===== config.mk =====
export PLATFORM = sky130hd
export DESIGN_NAME = serial_adder_flat
export DESIGN_NICKNAME = d
export VERILOG_FILES = /design/src/rtl/serial_adder_if.sv /design/src/rtl/serial_adder.sv /design/src/flat_wrapper.sv
export SDC_FILE = /design/constraint.sdc
export NUM_CORES = 1
export LEC_CHECK = 0
export CORE_MARGIN = 3
export CORE_UTILIZATION = 30
export CTS_BUF_LIST = sky130_fd_sc_hd__clkbuf_4 sky130_fd_sc_hd__clkbuf_8 sky130_fd_sc_hd__clkbuf_16
export DETAILED_ROUTE_END_ITERATION = 8
export REMOVE_ABC_BUFFERS = 1
export SKIP_CTS_REPAIR_TIMING = 1
export SYNTH_ARGS = -nofsm -noshare
export SYNTH_HDL_FRONTEND = slang
export SYNTH_SLANG_ARGS = --single-unit

===== constraint.sdc =====
create_clock -name i_clk -period 2.2 [get_ports i_clk]
set_input_delay 0.22 -clock i_clk [delete_from_list [all_inputs] [get_ports i_clk]]
set_output_delay 0.22 -clock i_clk [all_outputs]
set_load 0.01 [all_outputs]

===== src/rtl/serial_adder_if.sv =====
// Operand/result bundle for serial_adder.
// master: the requester (drives operands, observes results); slave: the adder.
interface serial_adder_if #(
  parameter int WIDTH = 8
);
  logic             i_start;
  logic [WIDTH-1:0] i_a;
  logic [WIDTH-1:0] i_b;
  logic             i_cin;
  logic             i_sub;
  logic             o_busy;
  logic             o_valid;
  logic [WIDTH-1:0] o_sum;
  logic             o_cout;

  modport master (
    output i_start, i_a, i_b, i_cin, i_sub,
    input  o_busy, o_valid, o_sum, o_cout
  );

  modport slave (
    input  i_start, i_a, i_b, i_cin, i_sub,
    output o_busy, o_valid, o_sum, o_cout
  );
endinterface


===== src/rtl/serial_adder.sv =====
// Bit-serial WIDTH-bit adder: one FullAdder cell, one bit pair per clock, LSB first.
// Optional macro SERIAL_ADDER_SUB_EN: i_sub=1 computes i_a - i_b
// (b inverted, carry forced to 1); without it i_sub is ignored.

// Single-bit full adder cell used by the serial sequencer.
module FullAdder (
  input  logic i_a,
  input  logic i_b,
  input  logic i_x,
  output logic o_c,
  output logic o_s
);
  assign o_s = i_a ^ i_b ^ i_x;
  assign o_c = (i_a & i_b) | (i_x & (i_a ^ i_b));
endmodule

module serial_adder #(
  parameter int WIDTH = 8,
  localparam int CNT_W = $clog2(WIDTH + 1)
) (
  input  logic          i_clk,
  input  logic          i_rst,
  serial_adder_if.slave bus
);

  localparam logic [1:0] ST_IDLE = 2'd0;
  localparam logic [1:0] ST_RUN  = 2'd1;
  localparam logic [1:0] ST_DONE = 2'd2;

  localparam logic [CNT_W-1:0] LAST_BIT = CNT_W'(WIDTH - 1);

  logic [1:0]       state_reg;
  logic [WIDTH-1:0] a_sh_reg;
  logic [WIDTH-1:0] b_sh_reg;
  logic [WIDTH-1:0] s_sh_reg;
  logic             carry_reg;
  logic [CNT_W-1:0] cnt_reg;
  logic [WIDTH-1:0] sum_reg;
  logic             cout_reg;

  logic [WIDTH-1:0] s_sh_next;
  logic [WIDTH-1:0] b_load;
  logic             carry_load;
  logic             fa_s;
  logic             fa_c;

  FullAdder u_fa (
    .i_a (a_sh_reg[0]),
    .i_b (b_sh_reg[0]),
    .i_x (carry_reg),
    .o_c (fa_c),
    .o_s (fa_s)
  );

  // Sum register shifts right; the fresh sum bit enters at the MSB so that
  // after WIDTH bits the LSB-first stream sits in natural order.
  genvar gi;
  generate
    for (gi = 0; gi < WIDTH - 1; gi++) begin : g_sum_shift
      assign s_sh_next[gi] = s_sh_reg[gi + 1];
    end
  endgenerate
  assign s_sh_next[WIDTH-1] = fa_s;

`ifdef SERIAL_ADDER_SUB_EN
  // Subtract is a + ~b + 1, so only the loaded B operand and carry change.
  always_comb begin
    b_load     = bus.i_b;
    carry_load = bus.i_cin;
    if (bus.i_sub) begin
      b_load     = ~bus.i_b;
      carry_load = 1'b1;
    end
  end
`else
  logic unused_sub;
  assign unused_sub = bus.i_sub;

  // Add-only build: operands load unchanged.
  always_comb begin
    b_load     = bus.i_b;
    carry_load = bus.i_cin;
  end
`endif

  // Sequencer: accept in IDLE, one bit per RUN cycle, single DONE cycle.
  always_ff @(posedge i_clk) begin
    if (i_rst) begin
      state_reg <= ST_IDLE;
      a_sh_reg  <= '0;
      b_sh_reg  <= '0;
      s_sh_reg  <= '0;
      carry_reg <= 1'b0;
      cnt_reg   <= '0;
      sum_reg   <= '0;
      cout_reg  <= 1'b0;
    end else begin
      case (state_reg)
        ST_IDLE: begin
          if (bus.i_start) begin
            a_sh_reg  <= bus.i_a;
            b_sh_reg  <= b_load;
            carry_reg <= carry_load;
            cnt_reg   <= '0;
            state_reg <= ST_RUN;
          end
        end
        ST_RUN: begin
          a_sh_reg  <= {1'b0, a_sh_reg[WIDTH-1:1]};
          b_sh_reg  <= {1'b0, b_sh_reg[WIDTH-1:1]};
          s_sh_reg  <= s_sh_next;
          carry_reg <= fa_c;
          cnt_reg   <= cnt_reg + 1'b1;
          if (cnt_reg == LAST_BIT) begin
            // Results are published only here, never partially.
            sum_reg   <= s_sh_next;
            cout_reg  <= fa_c;
            state_reg <= ST_DONE;
          end
        end
        ST_DONE: begin
          state_reg <= ST_IDLE;
        end
        default: begin
          state_reg <= ST_IDLE;
        end
      endcase
    end
  end

  assign bus.o_busy  = (state_reg != ST_IDLE);
  assign bus.o_valid = (state_reg == ST_DONE);
  assign bus.o_sum   = sum_reg;
  assign bus.o_cout  = cout_reg;

endmodule

===== src/flat_wrapper.sv =====
// flat-port wrapper written by rule: the top's interface ports become plain ports
module serial_adder_flat 
#(
  parameter int WIDTH = 8,
  localparam int CNT_W = $clog2(WIDTH + 1)
)
  (i_clk, i_rst, bus_i_start, bus_i_a, bus_i_b, bus_i_cin, bus_i_sub, bus_o_busy, bus_o_valid, bus_o_sum, bus_o_cout);
  serial_adder_if #(.WIDTH(WIDTH)) bus_i ();
  input  logic i_clk;
  input  logic i_rst;
  input wire logic [$bits(bus_i.i_start)-1:0] bus_i_start;
  input wire logic [$bits(bus_i.i_a)-1:0] bus_i_a;
  input wire logic [$bits(bus_i.i_b)-1:0] bus_i_b;
  input wire logic [$bits(bus_i.i_cin)-1:0] bus_i_cin;
  input wire logic [$bits(bus_i.i_sub)-1:0] bus_i_sub;
  output wire logic [$bits(bus_i.o_busy)-1:0] bus_o_busy;
  output wire logic [$bits(bus_i.o_valid)-1:0] bus_o_valid;
  output wire logic [$bits(bus_i.o_sum)-1:0] bus_o_sum;
  output wire logic [$bits(bus_i.o_cout)-1:0] bus_o_cout;
  assign bus_i.i_start = bus_i_start;
  assign bus_i.i_a = bus_i_a;
  assign bus_i.i_b = bus_i_b;
  assign bus_i.i_cin = bus_i_cin;
  assign bus_i.i_sub = bus_i_sub;
  assign bus_o_busy = bus_i.o_busy;
  assign bus_o_valid = bus_i.o_valid;
  assign bus_o_sum = bus_i.o_sum;
  assign bus_o_cout = bus_i.o_cout;
  serial_adder #(.WIDTH(WIDTH)) u_core (.i_clk(i_clk), .i_rst(i_rst), .bus(bus_i));
endmodule

==> results.yml <==
global_route:
  first_global_vias: 1451
  grt_antenna_before_repair: 0
  grt_overflow: 0
  grt_first_pass_wirelength_um: 6620
  grt_max_degree: 40
  groute.usage.overall_pct: 11.1
worst_hold_path:
  hold_depth: 2
  min_from: "u_core.s_sh_reg[1]"
  hold_class: "reg -> reg"
  hold_end: "u_core.s_sh_reg[1]"
cells_and_area:
  insertedDiodeCount: 0
  area_growth_pct: 21.1
  design_area_um2: 2240
  final_core_util_pct: 39.1
  drive_above_1_share_pct: 13.2
  fin_nets: 256
  fill_cells: 618
clocking:
  tritoncts: "done"
  htreeDepth: 2
  numCtsBuffers: 5
  cts_root_buffer: "clkbuf_8"
  path_clk_slew_ps: 80
  clk_path_buf_depth: 2
  insertion_delay_ps: 290
  cts.sinks: 39
yosys:
  yosysMostFrequentCell: "dfxtp_1"
  synth-edff-count: 0
  ys_warn_count: 0
  synth_cells: 210
  synth_top_area_share_pct: 42.1
  ys_top_cells_by_count: "39 x dfxtp_1, 23 x a21oi_1, 20 x nor2_1, 17 x nand2_1, 16 x nand2b_1"
  syn_area_um2: 1850
  synthArstFlopShare_pct: 0
  synth_ff_type: "dfxtp_1"
  synthTopCellsByArea: "dfxtp_1 42%, or3b_1 7.1%, a21oi_1 6.2%, nand2b_1 5.4%, nor3_2 4.9%"
  synth_top_area_cell: "dfxtp_1"
  ys_ff_latch: 39
  syn_avg_cell_area_um2: 8.82
  ys_seq_area_share_pct: 42.1
  ys_types: 31
critical_path:
  r2r_setup_slack_ps: 390
  endpoint_kind: "primary output"
  crit_type: "reg -> out"
  worst_ep_arrival_time_ps: 1670
  reg2reg_depth: 3
  path_max_fanout: 15
  r2r_start: "u_core.state_reg[0]"
  required_ps: 1980
  critPathLaunchType: "register"
  worstReg2RegEnd: "u_core.cnt_reg[3]"
power_and_ir_drop:
  ir_worst_vdd_mv: 0.228
  p_total_mw: 1.42
  p_leak_nw: 0.775
  p_per_area_nw_per_um2: 634
die:
  rows: 27
  die_w_um: 84.6
  start_util_pct: 32.3
  die_height_um: 84.6
  pin_count: 32
  fp.coreArea_um2: 5740
  dieArea_um2: 7160
sta:
  worstMarginPinSlew_ps: 675
  fin_worst_skew_ps: 4.21
  finalCriticalPeriod_ps: 1890
  finalCritPeriodShare_pct: 86.1
  slew_viol_final: 0
  hold_viol_final: 0
  tns_ps: 0
  setup_viol: 0
  max_freq_ghz: 0.528
  grt_setup_unrepaired: "false"
  max_slew_margin_pct: 55.0
flow_run:
  cap_viol_max_count: 0
route:
  drt_first_pass_iters: 4
  drt_wl_total_um: 3840
  drcViolationCount: 0
  via_per_inst: 4.97
  drtIter0Drc: 126
  via_count: 1521
  ant_nets: 0
  wire_per_inst_um: 12.5
place:
  dpl.hpwl_um: 2460
  place_congestion: 0.696
  io_buffers: 30
  post_dp_cell_area_um2: 2160
outcome:
  status: "complete, no violations"
## critical path, cell delays in order, from the launching register on
cell	delay, ps
dfxtp_1	610
nor2_1	160
inv_1	80
clkdlybuf4s50_1	530
## metrics by stage
step | setup WS, ps | instances | hold slack, ps
finish | 306 | 306 | 460
global route | 113 | 306 | 485
CTS | 270 | 306 | 460
detailed placement | 348 | 298 | 448
global placement | 373 | 298 | 445
floorplan | 236 | 192 | 289
## worst max-delay path by stage
stage,start,endpoint,slack [ps],depth (start not counted)
after floorplan,u_core.state_reg[0],u_core.cnt_reg[2],240,3
after global placement,bus_i_start,u_core.a_sh_reg[5],370,4
after detailed placement,bus_i_start,u_core.a_sh_reg[5],350,4
after CTS,u_core.state_reg[0],bus_o_busy,270,3
after global routing,u_core.state_reg[0],bus_o_busy,110,3
final,u_core.state_reg[0],bus_o_busy,310,3
## layer usage
layer	GRT usage, %	wire (um)	up-vias	part of all wire (%)
li1	-	-	772	-
met1	14.6	1820	719	47
met2	17.4	1810	24	47
met3	2.65	137	6	3.6
met4	4.32	68	0	1.8
met5	0	0	-	0
## cell type report
class	instances	area [um2]	share of cell area (%)
timing repair buffer	34	330	14.7
sequential	39	781	34.8
inverter	1	3.75	0.167
multi-input combinational	152	956	42.6
clock inverter	3	15.0	0.669
clock buffer	5	68.8	3.07
tap	72	90.1	4.01
## report_power, final
part	internal, mW	total [mW]	switching (mW)
Clock	0.217	0.470	0.253
Combinational	0.0983	0.194	0.0956
Sequential	0.738	0.759	0.0206
Total	1.05	1.42	0.370
## placed cells by master, fill, tap and decap left out
master	synthesis	final
clkbuf_8	0	5
nor4_1	1	1
mux2i_1	1	1
clkdlybuf4s50_1	0	30
nand2_1	17	17
a21oi_1	23	23
a32oi_1	2	2
nor3_2	9	9
o21bai_2	1	1
inv_1	1	1
ha_1	1	1
buf_4	2	4
or3_1	1	1
nor3_1	6	6
clkinv_2	0	3
a211oi_1	1	1
o31ai_1	9	9
nand2b_1	16	16
a22oi_1	1	1
or3b_1	15	15
dfxtp_1	39	39
a31oi_1	2	2
fa_1	1	1
and3b_1	1	1
nor2b_1	2	2
a21oi_2	8	8
o21ba_2	1	1
nand3b_1	2	2
nor2_1	20	20
nand3_1	11	11
## cells by family (layout without fill, tap and decap cells)
group | count (synthesis) | in the layout | synth area share (%)
fa+ha+maj | 2 | 2 | 1.76
mux | 1 | 1 | 0.540
buf+inv | 19 | 43 | 6.28
flops | 39 | 39 | 42.1
compound gates | 48 | 48 | 17.2
simple gates | 101 | 101 | 32.1
Note: power is estimated with default switching activity, not from simulation.
